**src/rtl/simon_rk_sched.sv**
```systemverilog
// Round-key scheduler for the Simon 128-bit datapath.
// LOAD writes externally expanded keys into the round-key RAM from address 0.
// RUN streams them back ascending (encrypt) or descending (decrypt). A 2-entry
// FIFO hides the RAM's registered read latency, so a key can be delivered on
// every cycle.
module simon_rk_sched #(
    parameter int AW = 7,
    parameter int DW = 64
) (
    input  logic          clk,
    input  logic          rst,
    input  logic [AW:0]   cfg_rounds,
    input  logic          ld_start,
    input  logic          ld_valid,
    input  logic [DW-1:0] ld_data,
    output logic          ld_ready,
    input  logic          run_start,
    input  logic          run_dec,
    output logic          rk_valid,
    input  logic          rk_ready,
    output logic [DW-1:0] rk_data,
    output logic [AW-1:0] rk_idx,
    output logic          rk_last,
    output logic          run_done,
    output logic          loaded,
    output logic          busy,
    output logic          mem_wr_en,
    output logic [AW-1:0] mem_wr_adr,
    output logic [DW-1:0] mem_data_in,
    output logic [AW-1:0] mem_rd_adr,
    input  logic [DW-1:0] mem_dat_out
);

    typedef enum logic [1:0] {S_IDLE, S_LOAD, S_READY, S_RUN} state_t;

    // Memory depth expressed in the width of cfg_rounds: 2^AW.
    localparam logic [AW:0] DEPTH = {1'b1, {AW{1'b0}}};

    state_t        r_state;
    state_t        w_next;

    logic [AW:0]   r_rounds;         // latched round count T
    logic [AW:0]   r_wr_cnt;         // LOAD write counter
    logic          r_loaded;
    logic          r_dec;
    logic [AW-1:0] r_rd_ptr;         // next index to read
    logic [AW:0]   r_remaining;      // reads still to issue
    logic [AW-1:0] r_rd_adr;         // last issued read address
    logic          r_inflight;       // a read was issued last cycle
    logic [AW-1:0] r_inflight_idx;
    logic          r_inflight_last;
    logic          r_run_done;

    logic [DW-1:0] r_fifo_data [2];
    logic [AW-1:0] r_fifo_idx  [2];
    logic          r_fifo_last [2];
    logic          r_wp;
    logic          r_rp;
    logic [1:0]    r_count;

    logic          w_cfg_ok;
    logic          w_ld_hs;
    logic          w_ld_final;
    logic          w_enter_load;
    logic          w_enter_run;
    logic          w_pop;
    logic          w_pop_last;
    logic          w_push;
    logic [1:0]    w_occ;
    logic          w_issue;

    assign w_cfg_ok     = (cfg_rounds != '0) && (cfg_rounds <= DEPTH);
    assign w_ld_hs      = (r_state == S_LOAD) && ld_valid;
    assign w_ld_final   = w_ld_hs && (r_wr_cnt == r_rounds - 1'b1);
    assign w_enter_load = ((r_state == S_IDLE) || (r_state == S_READY)) && ld_start && w_cfg_ok;
    assign w_enter_run  = (r_state == S_READY) && run_start && !w_enter_load;

    assign w_pop      = rk_valid && rk_ready;
    assign w_pop_last = w_pop && rk_last;
    assign w_push     = r_inflight;
    assign w_occ      = r_count + {1'b0, r_inflight};
    // Issuing on a pop keeps occupancy plus in-flight reads at most 2.
    assign w_issue    = (r_state == S_RUN) && (r_remaining != '0) &&
                        ((w_occ < 2'd2) || w_pop);

    // Outputs
    assign ld_ready    = (r_state == S_LOAD);
    assign busy        = (r_state == S_LOAD) || (r_state == S_RUN);
    assign loaded      = r_loaded;
    assign run_done    = r_run_done;
    assign mem_wr_en   = w_ld_hs;
    assign mem_wr_adr  = r_wr_cnt[AW-1:0];
    assign mem_data_in = ld_data;
    assign mem_rd_adr  = w_issue ? r_rd_ptr : r_rd_adr;
    assign rk_valid    = (r_count != 2'd0);
    assign rk_data     = rk_valid ? r_fifo_data[r_rp] : '0;
    assign rk_idx      = rk_valid ? r_fifo_idx[r_rp]  : '0;
    assign rk_last     = rk_valid && r_fifo_last[r_rp];

    // State register.
    always_ff @(posedge clk) begin
        // NOTE: sequential state uses non-blocking assignments so every register
        // samples pre-edge values regardless of statement order.
        if (rst) r_state <= S_IDLE;
        else     r_state <= w_next;
    end

    // Next-state decode; ld_start takes priority over run_start in READY.
    always_comb begin
        // NOTE: default assigned first so no path leaves w_next unassigned (no latch).
        w_next = r_state;
        case (r_state)
            S_IDLE:  if (w_enter_load) w_next = S_LOAD;
            S_LOAD:  if (w_ld_final)   w_next = S_READY;
            S_READY: begin
                if (w_enter_load)     w_next = S_LOAD;
                else if (w_enter_run) w_next = S_RUN;
            end
            S_RUN:   if (w_pop_last)   w_next = S_READY;
            default: w_next = S_IDLE;
        endcase
    end

    // Load counter, read issue pointer, in-flight tracking and FIFO pointers.
    always_ff @(posedge clk) begin
        if (rst) begin
            r_rounds        <= '0;
            r_wr_cnt        <= '0;
            r_loaded        <= 1'b0;
            r_dec           <= 1'b0;
            r_rd_ptr        <= '0;
            r_remaining     <= '0;
            r_rd_adr        <= '0;
            r_inflight      <= 1'b0;
            r_inflight_idx  <= '0;
            r_inflight_last <= 1'b0;
            r_run_done      <= 1'b0;
            r_wp            <= 1'b0;
            r_rp            <= 1'b0;
            r_count         <= 2'd0;
        end else begin
            if (w_enter_load) begin
                r_rounds <= cfg_rounds;
                r_wr_cnt <= '0;
                r_loaded <= 1'b0;
            end else if (w_ld_hs) begin
                r_wr_cnt <= r_wr_cnt + 1'b1;
                if (w_ld_final) r_loaded <= 1'b1;
            end

            if (w_enter_run) begin
                r_dec       <= run_dec;
                r_rd_ptr    <= run_dec ? (r_rounds[AW-1:0] - 1'b1) : '0;
                r_remaining <= r_rounds;
            end else if (w_issue) begin
                r_rd_ptr    <= r_dec ? (r_rd_ptr - 1'b1) : (r_rd_ptr + 1'b1);
                r_remaining <= r_remaining - 1'b1;
                r_rd_adr    <= r_rd_ptr;
            end

            r_inflight      <= w_issue;
            r_inflight_idx  <= r_rd_ptr;
            r_inflight_last <= (r_remaining == (AW+1)'(1));
            r_run_done      <= w_pop_last;

            if (w_push) r_wp <= ~r_wp;
            if (w_pop)  r_rp <= ~r_rp;
            case ({w_push, w_pop})
                2'b10:   r_count <= r_count + 2'd1;
                2'b01:   r_count <= r_count - 2'd1;
                default: r_count <= r_count;
            endcase
        end
    end

    // FIFO storage: captures the RAM data one cycle after the read was issued.
    always_ff @(posedge clk) begin
        // NOTE: storage is not reset; r_count gates every use, so reset only
        // needs to clear the pointers and the occupancy.
        if (w_push) begin
            r_fifo_data[r_wp] <= mem_dat_out;
            r_fifo_idx[r_wp]  <= r_inflight_idx;
            r_fifo_last[r_wp] <= r_inflight_last;
        end
    end

endmodule

```
**config.mk**
```make
export PLATFORM = sky130hd
export DESIGN_NAME = simon_rk_sched
export DESIGN_NICKNAME = d
export VERILOG_FILES = /design/src/rtl/simon_rk_sched.sv
export SDC_FILE = /design/constraint.sdc
export NUM_CORES = 1
export LEC_CHECK = 0
export CORE_ASPECT_RATIO = 1.75
export CORE_MARGIN = 1
export CORE_UTILIZATION = 45
export CTS_CLUSTER_DIAMETER = 80
export DETAILED_ROUTE_END_ITERATION = 6
export GPL_ROUTABILITY_DRIVEN = 0
export PLACE_DENSITY = 0.79
export SYNTH_ARGS = -nofsm -noshare
export SYNTH_HDL_FRONTEND = slang
export SYNTH_SLANG_ARGS = --single-unit
```
**constraint.sdc**
```tcl
create_clock -name clk -period 4.5 [get_ports clk]
set_input_delay 0.9 -clock clk [delete_from_list [all_inputs] [get_ports clk]]
set_output_delay 0.9 -clock clk [all_outputs]
set_load 0.05 [all_outputs]
```
; ---- Word level (Yosys, flattened, before mapping)
; Memory sizes are Yosys's and may differ from the RTL's. A register that Yosys moved wholly into a read port is not among the register bits.
; Cells that the tools add are included.
; Widths: inputs -> output; s select.
[word_totals]
inputBits = 143
memories = 3
ramBits = 144
output_inout_bits = 156
wordCells = 91
reg_bits = 56
[classes]
n_reduce_logical = 25
eq_ne = 11
n_bitwise = 2
add_sub_neg = 9
muxes = 24
order_cmp = 2
[memory_table]
columns = name, depth, word_bits, rd, rd_ports_with_merged_regs, write_ports, line_no
row1 = r_fifo_data, 2, 64, 1, 1, 1, 54  ; logic [DW-1:0] r_fifo_data [2];
row2 = r_fifo_idx, 2, 7, 1, 1, 1, 55  ; logic [AW-1:0] r_fifo_idx [2];
row3 = r_fifo_last, 2, 1, 1, 1, 1, 56  ; logic r_fifo_last [2];
[ops]
columns = operator, count
row1 = $mux 64, 1
row2 = $mux 7, 6
row3 = $mux 8, 2
row4 = $reduce_bool 8->1, 2
row5 = $sub 8x1->8 const B, 2
row6 = $sub 7x1->7 const B, 2
row7 = $logic_and 1x1->1, 12
row8 = $mux 2, 5
row9 = $add 8x1->8 const B, 1
row10 = $eq 8x1->1 const B, 1
row11 = $eq 8x8->1, 1
row12 = $le 8x8->1 const B, 1
row13 = $mux 1, 8
row14 = $pmux 2 s4, 1
row15 = $add 7x1->7 const B, 1
row16 = $eq 2x2->1 const B, 3
row17 = $reduce_bool 2->1, 3
row18 = $eq 2x1->1 const B, 2
row19 = $ne 2x2->1 const B, 2
row20 = $pmux 2 s2, 1
row21 = $reduce_and 4->1, 1
row22 = $logic_or 1x1->1, 3
row23 = $ne 3x3->1 const B, 1
row24 = $add 2x1->2, 1
row25 = 9 further kinds, 10

; ---- Logic depth before layout (Yosys ltp)
[depth]
depth_word = 9
mapped_depth = 7
depth_no_buf = 7

; ---- Worst setup path after synthesis
; Ideal clock, no wire load.
[synth_path]
kind = reg2reg
startpoint = reg r_inflight
endpoint = mem r_fifo_data[0][0], enable pin
setup_slack_ps = 550
arrival_time_ps = 3447
t_required_ps = 3997
stages_incl_launch_ff = 3
setup_time_ps = 503
path_buffers = 0
period_less_slack_ps = 3950
path_cell_list = dfxtp_1 -> inv_1 -> nor2_1
[synth_between]
elab_chain_len = 2
[synth_rtl]
columns = element, line_no
row1 = start: declaration, 49  ; logic r_inflight;
row2 = start signal: assignment, 161  ; r_inflight <= w_issue;
row3 = $mux 1, 180  ; if (w_push) begin
row4 = $mux 1 (implied by the code), 181  ; r_fifo_data[r_wp] <= mem_dat_out;
row5 = end: declaration, 54
; Every way passes these cells.

; ---- Worst setup path in the final report
[layout_path]
startpoint = in rk_ready
endpoint = out mem_rd_adr[6]
[layout_between]
elab_chain_len = 4
[layout_rtl]
columns = element, line_no
row1 = start: declaration, 20  ; input logic rk_ready,
row2 = $logic_and 1x1->1, 78  ; assign w_pop = rk_valid && rk_ready;
row3 = $logic_or 1x1->1, 84  ; ((w_occ < 2'd2) || w_pop);
row4 = $logic_and 1x1->1, 83  ; assign w_issue = (r_state == S_RUN) && (r_remaining != '0) &&
row5 = $mux 7, -
row6 = end: declaration, 30  ; output logic [AW-1:0] mem_rd_adr,
; Every way passes these cells.

==> results.json <==
{
  "row_count": 67,
  "synth.net_count": 860,
  "synth_top_family_by_area": "multiplexers",
  "startpoint": "rk_ready",
  "grt_start_max_net_pins": 73,
  "routed_wl_um": 19000,
  "synth-seq-area-share_pct": 61.0,
  "rsz0062_at_grt": "false",
  "clockBufferDepth": 3,
  "io-pin-count": 299,
  "die_h_um": 189,
  "crit_end": "mem_rd_adr[6]",
  "clkTransAtPathRegs_ns": 0.06,
  "syn_to_final_growth_pct": 22.7,
  "clk_root_buffer_cell": "clkbuf_16",
  "max_slew.worst_pin.slew_ns": 1.00,
  "hold_ws_ns": 0.425,
  "start_kind": "input port",
  "track_usage_pct": 18.3,
  "synth_fa_ha_area_share_pct": 1.76,
  "place.detailed.hpwl_um": 13400,
  "relSlewSlack_pct": 33.1,
  "fin_skew_ns": 0.0122,
  "cp.arrival_ns": 2.90,
  "synth_mux_area_share_pct": 10.2,
  "cts_buffers": 19,
  "synth_edf_count": 144,
  "fin_tns_setup_ns": 0,
  "clock-sinks": 201,
  "power_leakage_nw": 3.58,
  "r2r_cells": 7,
  "grt_overflow_total": 0,
  "fmax_mhz": 263,
  "synthArstFlopShare_pct": 0,
  "holdBufCountCts": 0,
  "synth_top_flop_cell": "edfxtp_1",
  "critPathCaptureType": "output pin",
  "cts_setup_buffers": 0,
  "ys_ff_latch": 201,
  "die_area_um2": 20500,
  "post-route-period-util_pct": 84.5,
  "drv_cap": 0,
  "die_x_um": 109,
  "start_util_pct": 46.3,
  "layout_common_cells": "clkdlybuf4s50_1 (170), edfxtp_1 (144), nor2_1 (108), mux2i_1 (83), dfxtp_1 (56)",
  "r2r-start": "r_dec$_SDFFE_PP0P_",
  "status": "completed",
  "cellPowerDensity_nw_per_um2": 343,
  "grt_pass1_vias": 5415,
  "drv_slew": 0,
  "drive_gt1_share_pct": 8.02,
  "finalCriticalPeriod_ns": 3.80,
  "clk_latency_ns": 0.47,
  "grt_antenna_before_repair": 1,
  "hold_viol": 0,
  "route.vias.total": 5527,
  "port_buffers": 170,
  "hold_class": "reg2reg",
  "drc_errors": 0,
  "setup_viol": 0,
  "grt_pass1_wl_um": 28800,
  "mostFrequentLayoutCell": "clkdlybuf4s50_1",
  "worstReg2RegEnd": "r_rd_ptr[6]$_SDFFE_PP0P_",
  "yosysUniqueCellTypes": 63,
  "avgSynthCellArea_um2": 12.7,
  "cts_tree": "done",
  "cp_max_fo": 7,
  "yosysWarnings": 0,
  "core_area_um2": 19400,
  "h-tree-depth": 1,
  "nets": 954,
  "worstSetupPathType": "in2out",
  "crit_required_ns": 3.60,
  "ant_nets": 0,
  "synth-xor-area-share_pct": 2.99,
  "cts_resized": 0,
  "synth_compound_area_share_pct": 5.50,
  "via_per_inst": 5.25,
  "synth_area_um2": 8960,
  "reg2reg_slack_ns": 2.25,
  "synthCells": 705,
  "drt_iter0_drc": 225,
  "final_util_pct": 56.8,
  "dr.pass1.iters": 4,
  "synthSimpleGateAreaFrac_pct": 10.1,
  "max-vdd-ir-drop_mv": 0.298,
  "wl_per_cell_um": 18.0
}
-- cell families (layout without fill, tap and decap cells) --
logic type                 Yosys count  count (layout)
DFF                                201             201
and+or+nand+nor                    191             191
xor gates and xnor gates            29              29
other                                0               1
AOI/OAI and AO/OA                   62              62
buffers and inverters              120             225
adders and majority gates           12              12
muxes                               90              90
-- state kept, by name, indices dropped and copies added (netlist names), 2 cells and up, named ones only --
signal and flops:
r_fifo_data 128, r_fifo_idx 14, r_remaining 8, r_rounds 8
r_wr_cnt 8, r_inflight_idx 7, r_rd_adr 7, r_rd_ptr 7
r_count 2, r_fifo_last 2, r_state 2
-- layer usage --
metal,routed length [um],vias to the layer above,global-route usage (%)
met5,46,-,1.79
met4,690,2,7.74
met3,1450,50,5.33
met2,9560,239,31.7
met1,7220,2604,20.3
li1,-,2632,-
-- power breakdown --
part	internal (mW)	total, mW	switching [mW]
clock	0.980	1.63	0.649
combinational	0.0917	0.156	0.0644
sequential	1.98	1.99	0.0121
-- worst min-delay path by stage --
stage	from	endpoint	depth (start not counted)
floorplan	r_inflight_idx[0]$_SDFF_PP0_	r_fifo_idx[0][0]$_DFFE_PP_	0
global placement	r_inflight_idx[2]$_SDFF_PP0_	r_fifo_idx[0][2]$_DFFE_PP_	0
detailed placement	r_inflight_idx[2]$_SDFF_PP0_	r_fifo_idx[1][2]$_DFFE_PP_	0
CTS	r_inflight_idx[2]$_SDFF_PP0_	r_fifo_idx[0][2]$_DFFE_PP_	0
global route	r_inflight_last$_SDFF_PP0_	r_fifo_last[0]$_DFFE_PP_	0
finish	r_inflight_idx[2]$_SDFF_PP0_	r_fifo_idx[0][2]$_DFFE_PP_	0
-- stage by stage --
step / cells / cell area, um2 / total power, mW / setup WS [ns]
finish: 1052 / 11000 / 3.78 / 0.696
floorplan: 705 / 8960 / 2.25 / 0.550
CTS: 1051 / 11000 / 3.82 / 0.693
detailed placement: 1019 / 10400 / 2.19 / 0.697
global route: 1052 / 11000 / 3.89 / 0.640
global placement: 1019 / 10400 / 2.18 / 0.716
-- area by class of cell --
type / instances / area [um2]
clock inverter: 9 / 124
timing repair buffer: 177 / 1780
inverter: 16 / 60.1
multi-input combinational: 384 / 2750
tap: 241 / 302
clock buffer: 23 / 510
antenna: 1 / 2.50
fill: 1546 / 8370
sequential: 201 / 5470
-- cell usage after synthesis (3+ instances only) --
library cell	number	share of area, %
a211oi_1	3	0.25
a211oi_2	5	0.70
a21o_1	3	0.25
a21oi_1	17	0.95
a32oi_1	3	0.29
and2_1	9	0.63
buf_2	10	0.56
buf_4	73	6.1
clkbuf_1	17	0.71
dfxtp_1	57	13
edfxtp_1	144	48
ha_1	11	1.5
inv_1	16	0.67
mux2_2	7	0.88
mux2i_1	83	9.3
nand2_1	12	0.50
nand3_1	11	0.61
nor2_1	110	4.6
nor2b_1	9	0.63
nor3_1	14	0.78
nor4_1	3	0.21
o21ai_0	5	0.28
o32ai_1	4	0.39
xnor2_1	14	1.4
xor2_1	14	1.4
-- worst max-delay path, stage by stage --
cell	delay, ns
clkdlybuf4s50_1	0.51
o21ba_4	0.21
nor2_4	0.20
mux2_2	0.37
clkdlybuf4s50_1	0.70
Power figures use the tool's default switching activity.
